===== config.mk =====
export PLATFORM = sky130hd
export DESIGN_NAME = bit_cpt_n_flat
export DESIGN_NICKNAME = d
export VERILOG_FILES = /design/src/rtl/bit_cpt_n_pkg.sv /design/src/rtl/bit_cpt_n_if.sv /design/src/rtl/bit_cpt_n_cell.sv /design/src/rtl/bit_cpt_n.sv /design/src/flat_wrapper.sv
export SDC_FILE = /design/constraint.sdc
export NUM_CORES = 1
export LEC_CHECK = 0
export ABC_AREA = 1
export CORE_AREA = 3 3 40 42
export CTS_CLUSTER_SIZE = 10
export DETAILED_ROUTE_END_ITERATION = 12
export DIE_AREA = 0 0 43 45
export DONT_BUFFER_PORTS = 1
export HOLD_SLACK_MARGIN = 0.08
export PLACE_DENSITY = 0.43
export RECOVER_POWER = 50
export SYNTH_ARGS = -nofsm -noshare
export SYNTH_HDL_FRONTEND = slang
export SYNTH_SLANG_ARGS = --single-unit

===== constraint.sdc =====
create_clock -name clk -period 3.25 [get_ports clk]
set_input_delay 0.325 -clock clk [delete_from_list [all_inputs] [get_ports clk]]
set_output_delay 0.325 -clock clk [all_outputs]
set_load 0.01 [all_outputs]

===== src/rtl/bit_cpt_n_pkg.sv =====
// Shared constants for the bit_cpt_n counter family: end-of-range modes and
// direction encodings.
package bit_cpt_n_pkg;

  localparam int CPT_MODE_WRAP = 0;
  localparam int CPT_MODE_SAT  = 1;

  typedef enum logic {
    DIR_DOWN = 1'b0,
    DIR_UP   = 1'b1
  } cpt_dir_e;

endpackage


===== src/rtl/bit_cpt_n_if.sv =====
// Control/status bundle between a bit_cpt_n counter and whatever drives it.
interface bit_cpt_n_if #(
  parameter int WIDTH = 3
) ();

  logic             activate;
  logic             up_down;
  logic             load;
  logic [WIDTH-1:0] load_value;
  logic [WIDTH-1:0] cpt;
  logic             tc;
  logic             overflow;

  modport master (
    output activate, up_down, load, load_value,
    input  cpt, tc, overflow
  );

  modport slave (
    input  activate, up_down, load, load_value,
    output cpt, tc, overflow
  );

endinterface


===== src/rtl/bit_cpt_n_cell.sv =====
// One counter bit: async active-low clear, load mux over a next-state input.
module bit_cpt_cell (
  input  logic clk,
  input  logic rst_n,
  input  logic load_i,
  input  logic load_bit_i,
  input  logic next_i,
  output logic q_o
);

  logic q_q;

  always_ff @(posedge clk or negedge rst_n) begin
    if (!rst_n) begin
      q_q <= 1'b0;
    end else begin
      q_q <= load_i ? load_bit_i : next_i;
    end
  end

  assign q_o = q_q;

endmodule


===== src/rtl/bit_cpt_n.sv =====
// WIDTH-bit modulo-MODULO up/down counter with clamped parallel load,
// wrap or saturate end-of-range rule, terminal-count and overflow flags.
module bit_cpt_n
  import bit_cpt_n_pkg::*;
#(
  parameter int WIDTH    = 3,
  parameter int MODULO   = 8,
  parameter int SATURATE = CPT_MODE_WRAP
) (
  input  logic      clk,
  input  logic      reset,
  bit_cpt_n_if.slave bus
);

  if (WIDTH < 1 || WIDTH > 62 || MODULO < 2 ||
      longint'(MODULO) > (longint'(1) << WIDTH)) begin : g_bad_param
    $error("bit_cpt_n: illegal WIDTH/MODULO combination");
  end

  localparam logic [WIDTH-1:0] CPT_MAX  = WIDTH'(MODULO - 1);
  localparam logic [WIDTH:0]   CPT_MOD  = (WIDTH+1)'(MODULO);
  localparam bit               SAT_MODE = (SATURATE != CPT_MODE_WRAP);

  logic [WIDTH-1:0] cpt_q;
  logic [WIDTH-1:0] cpt_d;
  logic [WIDTH-1:0] load_d;
  logic             overflow_q;
  logic             overflow_d;
  logic             at_max;
  logic             at_zero;
  cpt_dir_e         dir;

  assign dir     = cpt_dir_e'(bus.up_down);
  assign at_max  = (cpt_q == CPT_MAX);
  assign at_zero = (cpt_q == '0);

  // End-of-range is compared explicitly even when MODULO == 2**WIDTH.
  always_comb begin
    load_d     = ({1'b0, bus.load_value} < CPT_MOD) ? bus.load_value : CPT_MAX;
    cpt_d      = cpt_q;
    overflow_d = 1'b0;
    if (!bus.load && bus.activate) begin
      if (dir == DIR_UP) begin
        overflow_d = at_max;
        if (!at_max)       cpt_d = cpt_q + WIDTH'(1);
        else if (!SAT_MODE) cpt_d = '0;
      end else begin
        overflow_d = at_zero;
        if (!at_zero)      cpt_d = cpt_q - WIDTH'(1);
        else if (!SAT_MODE) cpt_d = CPT_MAX;
      end
    end
  end

  for (genvar i = 0; i < WIDTH; i++) begin : g_cell
    bit_cpt_cell u_cell (
      .clk        (clk),
      .rst_n      (reset),
      .load_i     (bus.load),
      .load_bit_i (load_d[i]),
      .next_i     (cpt_d[i]),
      .q_o        (cpt_q[i])
    );
  end

  always_ff @(posedge clk or negedge reset) begin
    if (!reset) begin
      overflow_q <= 1'b0;
    end else begin
      overflow_q <= overflow_d;
    end
  end

  assign bus.cpt      = cpt_q;
  assign bus.overflow = overflow_q;
  assign bus.tc       = (dir == DIR_UP) ? at_max : at_zero;

endmodule


===== src/flat_wrapper.sv =====
// flat-port wrapper written by rule: the top's interface ports become plain ports
module bit_cpt_n_flat import bit_cpt_n_pkg::*;
#(
  parameter int WIDTH    = 3,
  parameter int MODULO   = 8,
  parameter int SATURATE = CPT_MODE_WRAP
)
  (clk, reset, bus_activate, bus_up_down, bus_load, bus_load_value, bus_cpt, bus_tc, bus_overflow);
  bit_cpt_n_if #(.WIDTH(WIDTH)) bus_i ();
  input  logic clk;
  input  logic reset;
  input wire logic [$bits(bus_i.activate)-1:0] bus_activate;
  input wire logic [$bits(bus_i.up_down)-1:0] bus_up_down;
  input wire logic [$bits(bus_i.load)-1:0] bus_load;
  input wire logic [$bits(bus_i.load_value)-1:0] bus_load_value;
  output wire logic [$bits(bus_i.cpt)-1:0] bus_cpt;
  output wire logic [$bits(bus_i.tc)-1:0] bus_tc;
  output wire logic [$bits(bus_i.overflow)-1:0] bus_overflow;
  assign bus_i.activate = bus_activate;
  assign bus_i.up_down = bus_up_down;
  assign bus_i.load = bus_load;
  assign bus_i.load_value = bus_load_value;
  assign bus_cpt = bus_i.cpt;
  assign bus_tc = bus_i.tc;
  assign bus_overflow = bus_i.overflow;
  bit_cpt_n #(.WIDTH(WIDTH), .MODULO(MODULO), .SATURATE(SATURATE)) u_core (.clk(clk), .reset(reset), .bus(bus_i));
endmodule

# Yosys cells after proc, flatten, opt, wreduce, memory -nomap -nowiden
# Cells that the tools add are included.
classes:
  add_sub_neg: 2
  reduce_logical: 4
  eq_ne: 1
  mux: 9
op_table:
  columns: ["cell", "count"]
  rows:
  - ["$mux 3", 4]
  - ["$mux 1", 5]
  - ["$add 3x1->3 const B", 1]
  - ["$eq 3x3->1 const B", 1]
  - ["$logic_not 3->1", 1]
  - ["$sub 3x1->3 const B", 1]
  - ["$reduce_bool 2->1", 1]
  - ["$logic_and 1x1->1", 1]
  - ["$logic_not 1->1", 1]
word_totals:
  elab_cells: 20
  input_bits: 8
  output_inout_bits: 5
  register_bits: 4

# Longest topological paths before layout
# Gate-level depths: netlist of run 1.
logic_depth:
  ltp_word: 5
  depth_mapped: 8
  mapped_depth_nobuf: 8

# By module
# From an unflattened synthesis of run 1, not the netlist that was laid out.
unflattened:
  cells_unflattened: 54
  area_unflattened_um2: 336.6
by_module_without_submodules:
  columns: ["module", "area_per_inst_um2", "instances", "seq_area_each_um2", "cells_each"]
  rows:
  - ["bit_cpt_n", 216.5, 1, 25.0, 39]
  - ["bit_cpt_cell", 40.0, 3, 25.0, 5]

# Worst setup path after synthesis of run 1
# OpenSTA, ideal clock, no wires.
synth_timing:
  kind: "reg-to-output"
  start: "reg u_core.g_cell[1].u_cell.q_q"
  end: "out bus_tc"
  arrival_ns: 0.967
  path_stages_with_launch: 5
  required_ns: 2.925
  path_buffers: 0
  slack_ns: 1.958
  path_cell_list: "dfrtp_1 -> ha_1 -> ha_1 -> nor2_1 -> nor2_1"
synth_between:
  elab_chain_len: 2
  elab_cells_between_ends: 3
  classes_between: "eq/ne (1); mux (1); reduce/logical (1)"
synth_lines:
  columns: ["item", "line_no", "source"]
  rows:
  - ["from (decl)", "bit_cpt_n_cell.sv:11", "logic q_q;"]
  - ["from (signal assigned)", "bit_cpt_n_cell.sv:17", "q_q <= load_i ? load_bit_i : next_i;"]
  - ["$eq 3x3->1 or $logic_not 3->1 (tied branches)", "bit_cpt_n.sv:34, bit_cpt_n.sv:35", null]
  - ["$mux 1 (*)", "bit_cpt_n.sv:76", "assign bus.tc = (dir == DIR_UP) ? at_max : at_zero;"]
  - ["to (decl)", "flat_wrapper.sv:17", "output wire logic [$bits(bus_i.tc)-1:0] bus_tc;"]
# Every way passes the cells marked *; elsewhere a longest branch is shown, timed or not.

# Worst setup path after layout of run 1
# Ends and elaborated chain as after synthesis.

==> results of run 1 <==
==> repair_timing <==
action | CTS | global route
resized for setup | 0 | 0
endpoints found under the hold margin | 4 | 0
hold buffers | 1 | 0
==> state kept, by name, indices dropped and copies added (netlist names) <==
name                      flops
u_core.bus.overflow           1
u_core.g_cell.u_cell.q_o      3
==> placed cells by master (no fill, tap or decap) <==
| cell type | count |
|---|---|
| a21oi_4 | 1 |
| o21ai_0 | 1 |
| nand3_1 | 2 |
| clkbuf_4 | 3 |
| nand2_2 | 1 |
| dfrtp_1 | 4 |
| ha_1 | 4 |
| nor2_1 | 5 |
| nand2_1 | 10 |
| inv_1 | 7 |
| nor3_1 | 1 |
| inv_2 | 1 |
| a22oi_1 | 2 |
| dlygate4sd3_1 | 1 |
| o211ai_1 | 1 |
==> through the flow <==
| stage | setup slack, ns | area [sq um] | total power, mW |
|---|---|---|---|
| finish | 1.597 | 352.8 | 0.1637 |
| CTS | 1.586 | 352.8 | 0.1668 |
| global route | 1.538 | 352.8 | 0.1785 |
| global placement | 1.830 | 320.3 | 0.1028 |
| detailed placement | 1.841 | 320.3 | 0.1021 |
| floorplan | 1.958 | 324.1 | 0.1011 |
==> how the worst max path moves through the flow <==
| stage | start | slack [ns] | end |
|---|---|---|---|
| 2_1_floorplan | u_core.g_cell[1].u_cell.q_o | 1.96 | bus_tc |
| 3_5_place_dp | u_core.g_cell[1].u_cell.q_o | 1.84 | bus_tc |
| 6_report | u_core.g_cell[1].u_cell.q_o | 1.60 | bus_tc |
| 5_1_grt | u_core.g_cell[1].u_cell.q_o | 1.54 | bus_tc |
| 3_3_place_gp | u_core.g_cell[1].u_cell.q_o | 1.83 | bus_tc |
| 4_1_cts | u_core.g_cell[1].u_cell.q_o | 1.59 | bus_tc |
==> cell type report <==
type	count	area, sq um
clock buffer	3	22.52
fill	140	932.1
inverter	8	30.03
multi-input combinational	28	171.4
sequential	4	100.1
tap	15	18.77
timing repair buffer	1	10.01
==> routing by layer <==
metal / wire (um) / up-vias / share of wire
met5: 0 / - / 0
met4: 0 / 0 / 0
met3: 47 / 0 / 0.072
met2: 306 / 4 / 0.47
met1: 303 / 113 / 0.46
li1: - / 137 / -
==> worst max-delay path, cell delays in order, from the launching register on <==
cell     delay (ns)
dfrtp_1        0.45
ha_1           0.23
ha_1           0.18
nor2_1         0.14
nor2_1         0.10
==> kinds of logic (layout without fill, tap and decap cells) <==
group                    after synthesis  after routing  synth area share
buffers and inverters                 11             12            0.1622
adder cells (fa/ha/maj)                4              4            0.1544
flip-flops                             4              4            0.3089
AO/OA/AOI/OAI                          5              5            0.1351
AND/OR/NAND/NOR                       19             19            0.2394
==> power groups by stage <==
stage	combinational [mW]	clock, mW	sequential [mW]
floorplan	0.0402	0	0.0609
global placement	0.0369	0	0.0659
detailed placement	0.0360	0	0.0661
CTS	0.0380	0.0635	0.0654
global route	0.0439	0.0684	0.0662
finish	0.0374	0.0612	0.0651
==> results.ini, run 1 <==
[outcome]
status = complete, no violations

[finish]
nets = 58
n_antenna_cell = 0
finalNonFillerCells = 59
syn2layout_area_growth_pct = 8.880
fin_util = 0.2746
drive_above_1_share = 0.1364

[critical_path]
cp-end-kind = output pin
reg2reg_depth = 6
arrival_ns = 1.33
rrSetupSlack_ns = 1.94
reg2reg_from = u_core.g_cell[1].u_cell.q_o
required_ns = 2.92
reg2reg_to = u_core.g_cell[2].u_cell.q_o
cp-start-kind = register
path_max_fanout = 4
worstSetupPathType = register to output pin

[global_routing]
use_met2 = 0.09581
grt_antenna_before_repair = 0
grt.met3_usage = 0.04382
grt_pass1_vias = 222
grt_max_degree = 6
use_met1 = 0.08232
grt_first_pass_wirelength_um = 945
track_usage = 0.07173
grt.overflow.total = 0
grt.busiest_layer = met2

[place]
port_buffers = 0
place_congestion = 0.7050
dp_cells = 55
place_hpwl_um = 535.7

[synthesis]
ys_types = 14
yosys.cell_count.top_type = nand2_1
yosysWarnings = 0
ys_ff_latch = 4
synth.top_cell.area_share = 0.3089
seq_area_frac_synth = 0.3089
syn_area_sq_um = 324.1
yosys.area.top_type = dfrtp_1
syn-instance-count = 43
synthFlopType = dfrtp_1
synth_edf_count = 0
ys_top_cells_by_area = dfrtp_1 31%, ha_1 15%, nand2_1 12%
syn_area_per_cell_sq_um = 7.536
synth_top_cells_by_count = 10 x nand2_1, 7 x inv_1, 5 x nor2_1
async_flop_share = 1.000
syn_nets = 55

[pwr]
internal_power_mw = 0.1121
clkPwrFrac = 0.374
comb_power_share = 0.229
pwr-share-seq = 0.398
leakage_nw = 0.1913
power_switching_mw = 0.05163
swShare = 0.3153
ir_worst_vdd_mv = 0.1561
p_per_area_nw_per_um2 = 464.0

[routing]
drt_iter0_drc = 9
drc = 0
via_per_inst = 4.305
via_count = 254
firstDrtPassIters = 2
ant_nets = 0
wl_per_cell_um = 11.14
finalWirelength_um = 657

[min_path]
hp-start = bus_load
hold_path_class = input port to register
hold_depth = 2
whs_endpoint = u_core.g_cell[0].u_cell.q_o

[floorplan]
io_pins = 13
die-area_sq_um = 1935
fp.dieW_um = 43
die_h_um = 45
row_count = 13
fp.coreArea_sq_um = 1285
start_util = 0.2522

[timing]
fmax_mhz = 605.0
fin_crit_sh = 0.5086
finClkSkew_ns = 0.003446
slew_viol_final = 0
rsz0062_at_grt = false
relSlewSlack = 0.8256
tightest_slew_ns = 0.2616
fin_tns_setup_ns = 0
setup-violations-final = 0
finalCriticalPeriod_ns = 1.653
hold_viol_final = 0
whs_ns = 0.2414

[cts]
clock_path_buffers = 2
cts_buffers = 3
insertion_delay_ns = 0.23
cts_tree = done
post_cts.repair.setup_buffers = 0
h-tree-depth = 1
clkTransAtPathRegs_ns = 0.04
clock_sinks = 4
clock-root-buffer = clkbuf_4

[run]
drv_cap = 0

No activity file was read; power rests on OpenSTA's default activity.
==> inputs of run 2 (changes only) <==
--- a/config.mk
+++ b/config.mk
@@ -12,7 +12,7 @@
 export DIE_AREA = 0 0 43 45
 export DONT_BUFFER_PORTS = 1
 export HOLD_SLACK_MARGIN = 0.08
-export PLACE_DENSITY = 0.43
+export PLACE_DENSITY = 0.44
 export RECOVER_POWER = 50
 export SYNTH_ARGS = -nofsm -noshare
 export SYNTH_HDL_FRONTEND = slang
==> constraint.sdc (replaced) <==
create_clock -name clk -period 1.35 [get_ports clk]
set_input_delay 0.135 -clock clk [delete_from_list [all_inputs] [get_ports clk]]
set_output_delay 0.135 -clock clk [all_outputs]
set_load 0.01 [all_outputs]
==> results.ini, run 2 (synthesized netlist as in run 1, its figures left out) <==
[outcome]
status = complete, no violations

[place]
pre_cts_ws_ns = 0.1005  ; -1.740 ns
place_congestion = 0.7138  ; +1.2%
port_buffers = 0  ; unchanged
place_area_sq_um = 342.8  ; +7.0%
place_hpwl_um = 555.5  ; +3.7%

[routing]
finalWirelength_um = 840  ; +28%
via_per_inst = 4.394  ; +2.1%
wl_per_cell_um = 11.83  ; +6.2%
firstDrtPassIters = 4  ; +2
drt_iter0_drc = 6  ; -3
drc = 0  ; unchanged
ant_nets = 0  ; unchanged
via_count = 312  ; +23%

[cts]
cts_buffers = 3  ; unchanged
clock-root-buffer = clkbuf_4
clkTransAtPathRegs_ns = 0.04  ; about the same
insertion_delay_ns = 0.24  ; about the same
h-tree-depth = 1  ; unchanged
clock_path_buffers = 2  ; unchanged
clock_sinks = 4  ; unchanged
cts_tree = done

[critical_path]
path_buf_inv = 1  ; +1
reg2reg_depth = 7  ; +1
arrival_ns = 1.20  ; -0.13 ns
cp-end-kind = output pin
worstSetupPathType = register to output pin
path_depth = 4  ; unchanged
required_ns = 1.22  ; -1.70 ns
crit_chain = inv_1 > ha_4 > a21oi_4 > nor2_4
cp-start-kind = register
cpPeakStageDelay_ns = 0.40  ; -0.05 ns
cpMaxStageDelayCell = dfrtp_1
cp_top_family = flip-flops
path_max_fanout = 3  ; -1

[timing]
finClkSkew_ns = 0.006139  ; +0.002693 ns
fin_crit_sh = 0.9893
setup_slack_ns = 0.01438  ; -1.583 ns
fmax_mhz = 748.7
finalCriticalPeriod_ns = 1.336
hold_viol_final = 0  ; unchanged
setup-violations-final = 0  ; unchanged
whs_ns = 0.09472  ; -0.1467 ns
relSlewSlack = 0.8597  ; +0.03409
rsz0062_at_grt = true
slew_viol_final = 0  ; unchanged
tightest_slew_ns = 0.2100  ; -0.05161 ns

[global_routing]
grt_first_pass_wirelength_um = 1200  ; +27%
grt_pass1_vias = 314  ; +41%
track_usage = 0.08787  ; +0.01614
grt_max_degree = 5  ; -1
grt_antenna_before_repair = 0  ; unchanged
grt.overflow.total = 0  ; unchanged

[finish]
fillers = 134  ; -4.3%
largest_register_ffs = 3  ; unchanged
final_common_cell = nand2_1
nets = 70  ; +21%
drive_above_1_share = 0.3571  ; +0.2208
n_antenna_cell = 0  ; unchanged
final_cell_mix = 10 x nand2_1, 7 x buf_4, 6 x inv_1, 6 x dlygate4sd3_1, 4 x dfrtp_1
stdcell_area_sq_um = 509.2  ; +44%
fin_util = 0.3963  ; +0.1217
syn2layout_area_growth_pct = 57.14

[run]
drv_cap = 0  ; unchanged

[min_path]
hold_depth = 2  ; unchanged
hold_path_class = input port to register

[floorplan]
io_pins = 13  ; unchanged
row_count = 13  ; unchanged
die-area_sq_um = 1935  ; unchanged
fp.dieW_um = 43  ; unchanged
start_util = 0.2522  ; unchanged
die_h_um = 45  ; unchanged
fp.coreArea_sq_um = 1285  ; unchanged

[pwr]
power_mw = 0.4925  ; +200%
leakage_nw = 0.2488  ; +30%
p_per_area_nw_per_um2 = 967.2  ; +110%
ir_worst_vdd_mv = 0.3050  ; +95%

## run 2: cell count changes in the layout (fill, tap and decap cells not counted), sizes merged
cell	before	now
buf	0	7
dlygate4sd3	1	6
## run 2: worst reg2reg max path, stage by stage (launching register included)
cell and delay (ns):
dfrtp_1 0.40, inv_1 0.11, ha_4 0.18, a21oi_4 0.20
buf_4 0.14, nand2_1 0.05, nand2_1 0.06, nand2_1 0.05
## run 2: repair_timing
item,4_1_cts,5_1_grt
hold buffers,6,0
gates resized for setup,5,7
setup endpoints to repair,1,2
endpoints found under the hold margin,7,0
pin swaps,2,3
buffers inserted,3,1
## run 2: path summary, 6_finish.rpt
kind                                        startpoint                           to  slack, ns
min                                       bus_activate          u_core.bus.overflow       0.09
max                        u_core.g_cell[0].u_cell.q_o                       bus_tc       0.01
max reg2reg                u_core.g_cell[0].u_cell.q_o  u_core.g_cell[2].u_cell.q_o       0.05
min in group asynchronous                        reset  u_core.g_cell[2].u_cell.q_o       0.16
min reg2reg                u_core.g_cell[1].u_cell.q_o  u_core.g_cell[1].u_cell.q_o       0.70
max in group asynchronous                        reset          u_core.bus.overflow       1.02
## run 2: routing by layer
layer  routed length [um]  global-route usage  vias to the layer above  part of all wire
li1                     -                   -                      159                 -
met1                  330             0.08068                      139              0.39
met2                  456              0.1557                       12              0.54
met3                   34             0.01992                        2             0.040
met4                   19             0.09036                        0             0.023
met5                    0                   0                        -                 0
## run 2: stage by stage
stage | instances | setup TNS [ns]
2_1_floorplan | 43 | 0
3_3_place_gp | 58 | 0
3_5_place_dp | 58 | 0
4_1_cts | 70 | 0
5_1_grt | 71 | -0.04254
6_report | 71 | 0
## run 2: cell type report
type,count,area (sq um),share of cell area
multi-input cells,28,225.2,0.4423
repair buffers,13,112.6,0.2211
flip-flops and latches,4,100.1,0.1966
inverters,8,30.03,0.05897
clock buffers,3,22.52,0.04423
well taps,15,18.77,0.03686
## run 2: report_power, final
group	leakage [nW]	switching (mW)	internal [mW]
clock	0.0138	0.0569	0.100
combinational	0.185	0.0920	0.0931
sequential	0.0497	0.0177	0.133
total	0.249	0.167	0.326
==> inputs of run 3 (changes only) <==
--- a/config.mk
+++ b/config.mk
@@ -11,9 +11,11 @@
 export DETAILED_ROUTE_END_ITERATION = 12
 export DIE_AREA = 0 0 43 45
 export DONT_BUFFER_PORTS = 1
+export GPL_ROUTABILITY_DRIVEN = 0
 export HOLD_SLACK_MARGIN = 0.08
 export PLACE_DENSITY = 0.44
 export RECOVER_POWER = 50
+export SETUP_SLACK_MARGIN = 0.05
 export SYNTH_ARGS = -nofsm -noshare
 export SYNTH_HDL_FRONTEND = slang
 export SYNTH_SLANG_ARGS = --single-unit
==> results.ini, run 3 (synthesized netlist as in run 1, its figures left out) <==
[floorplan]
fp.coreArea_sq_um = 1285  ; unchanged
row_count = 13  ; unchanged
die-area_sq_um = 1935  ; unchanged
start_util = 0.2522  ; unchanged
io_pins = 13  ; unchanged
die_h_um = 45  ; unchanged
fp.dieW_um = 43  ; unchanged

[finish]
stdcell_area_sq_um = 493.0  ; -3.2%
drive_above_1_share = 0.3929  ; +0.03571
n_antenna_cell = 0  ; unchanged
final_cell_mix = 10 x nand2_1, 8 x buf_4, 6 x inv_1, 5 x dlygate4sd3_1, 4 x dfrtp_1
nets = 70  ; unchanged
final_common_cell = nand2_1
largest_register_ffs = 3  ; unchanged
syn2layout_area_growth_pct = 52.12
fillers = 138  ; +3.0%

[global_routing]
grt.met3_usage = 0.01992  ; unchanged
grt_antenna_before_repair = 0  ; unchanged
grt.overflow.total = 0  ; unchanged
grt_max_degree = 5  ; unchanged
use_met2 = 0.1856  ; +0.02994
track_usage = 0.09858  ; +0.01071
use_met1 = 0.08759  ; +0.006907
grt_first_pass_wirelength_um = 1338  ; +12%
grt.busiest_layer = met2
grt_pass1_vias = 341  ; +8.6%

[critical_path]
cp-end-kind = output pin
arrival_ns = 1.21  ; about the same
path_depth = 4  ; unchanged
required_ns = 1.22  ; about the same
cp_common_cell = nor2_4
crit_start = u_core.g_cell[1].u_cell.q_o
cp-start-kind = register
reg2reg_to = u_core.bus.overflow
path_max_fanout = 4  ; +1
worstSetupPathType = register to output pin
critical_path.endpoint = bus_tc
crit_chain = ha_2 > ha_4 > nor2_4 > nor2_4
reg2reg_depth = 6  ; -1
path_buf_inv = 0  ; -1
cp_top_family = flip-flops
rrSetupSlack_ns = 0.07  ; +0.02 ns
cpMaxStageDelayCell = dfrtp_1
reg2reg_from = u_core.g_cell[1].u_cell.q_o
cpPeakStageDelay_ns = 0.42  ; +0.02 ns

[routing]
via_per_inst = 4.324  ; -1.6%
drc = 0  ; unchanged
wl_per_cell_um = 12.08  ; +2.1%
via_count = 307  ; -1.6%
firstDrtPassIters = 4  ; unchanged
finalWirelength_um = 858  ; +2.1%
drt_iter0_drc = 6  ; unchanged
ant_nets = 0  ; unchanged

[timing]
finalCriticalPeriod_ns = 1.341  ; +0.005879 ns
finClkSkew_ns = 0.004885  ; -0.001254 ns
fin_crit_sh = 0.9937  ; +0.004355
setup_slack_ns = 0.008505  ; -0.005879 ns
setup-violations-final = 0  ; unchanged
fmax_mhz = 745.4  ; -0.44%
hold_viol_final = 0  ; unchanged
slew_viol_final = 0  ; unchanged
rsz0062_at_grt = true
relSlewSlack = 0.8710  ; +0.01125
tightest_slew_ns = 0.1929  ; -0.01712 ns

[cts]
h-tree-depth = 1  ; unchanged
cts_tree = done
cts_buffers = 3  ; unchanged
clock_sinks = 4  ; unchanged
clkTransAtPathRegs_ns = 0.04  ; about the same
clock-root-buffer = clkbuf_4
clock_path_buffers = 2  ; unchanged
insertion_delay_ns = 0.24  ; about the same

[pwr]
leakage_nw = 0.2447  ; -1.6%
p_per_area_nw_per_um2 = 982.0  ; +1.5%
power_switching_mw = 0.1611  ; -3.3%
pwr-share-seq = 0.309  ; +0.003
clkPwrFrac = 0.324  ; +0.006
swShare = 0.3329  ; -0.005424
comb_power_share = 0.366  ; -0.010
ir_worst_vdd_mv = 0.3049  ; about the same
internal_power_mw = 0.3229  ; -0.91%

[place]
place_area_sq_um = 342.8  ; unchanged
pre_cts_ws_ns = 0.1005  ; unchanged
port_buffers = 0  ; unchanged
place_hpwl_um = 555.5  ; unchanged

[outcome]
status = complete, no violations

[min_path]
hold_path_class = input port to register

[run]
drv_cap = 0  ; unchanged

## run 3: metal layers
layer,part of all wire,routed length (um),vias to the layer above
met2,0.58,498,9
li1,-,-,160
met5,0,0,-
met1,0.36,312,136
met4,0.022,19,0
met3,0.033,28,2
## run 3: power by group through the flow
| stage | logic [mW] | registers [mW] | clock network (mW) |
|---|---|---|---|
| after floorplan | 0.0968 | 0.147 | 0 |
| after global placement | 0.115 | 0.150 | 0 |
| after detailed placement | 0.114 | 0.149 | 0 |
| after CTS | 0.163 | 0.149 | 0.161 |
| after global routing | 0.198 | 0.153 | 0.165 |
| final | 0.177 | 0.150 | 0.157 |
## run 3: area by class of cell
| cell class | count | area [sq um] | area share |
|---|---|---|---|
| multi-input combinational | 28 | 211.5 | 0.4289 |
| timing repair buffer | 13 | 110.1 | 0.2234 |
| sequential | 4 | 100.1 | 0.2030 |
| inverter | 8 | 30.03 | 0.06091 |
| clock buffer | 3 | 22.52 | 0.04569 |
| tap | 15 | 18.77 | 0.03807 |
## run 3: metrics by stage
stage / TNS (ns) / utilization / hold WS (ns) / power (mW) / std cells
2_1_floorplan: 0 / - / -0.1606 / 0.2433 / 43
3_3_place_gp: 0 / 0.2668 / -0.1605 / 0.2652 / 58
3_5_place_dp: 0 / 0.2668 / -0.1605 / 0.2630 / 58
4_1_cts: 0 / 0.3759 / 0.08403 / 0.4730 / 70
5_1_grt: -0.02837 / 0.3836 / 0.08338 / 0.5162 / 71
6_report: 0 / 0.3836 / 0.08233 / 0.4841 / 71
## run 3: how the worst min path moves through the flow
stage,startpoint,end,cells after the start
after floorplan,reset,u_core.bus.overflow,0
after global placement,reset,u_core.g_cell[0].u_cell.q_o,0
after detailed placement,reset,u_core.g_cell[0].u_cell.q_o,0
after CTS,bus_activate,u_core.bus.overflow,2
after global routing,bus_activate,u_core.bus.overflow,2
final,bus_activate,u_core.bus.overflow,2
## run 3: timing repair
action,4_1_cts,5_1_grt
resized for setup,9,2
endpoints found under the setup margin,1,3
hold buffers,5,0
pin swaps,4,2
setup buffers,4,1
gates cloned,0,0
hold endpoints to repair,7,0
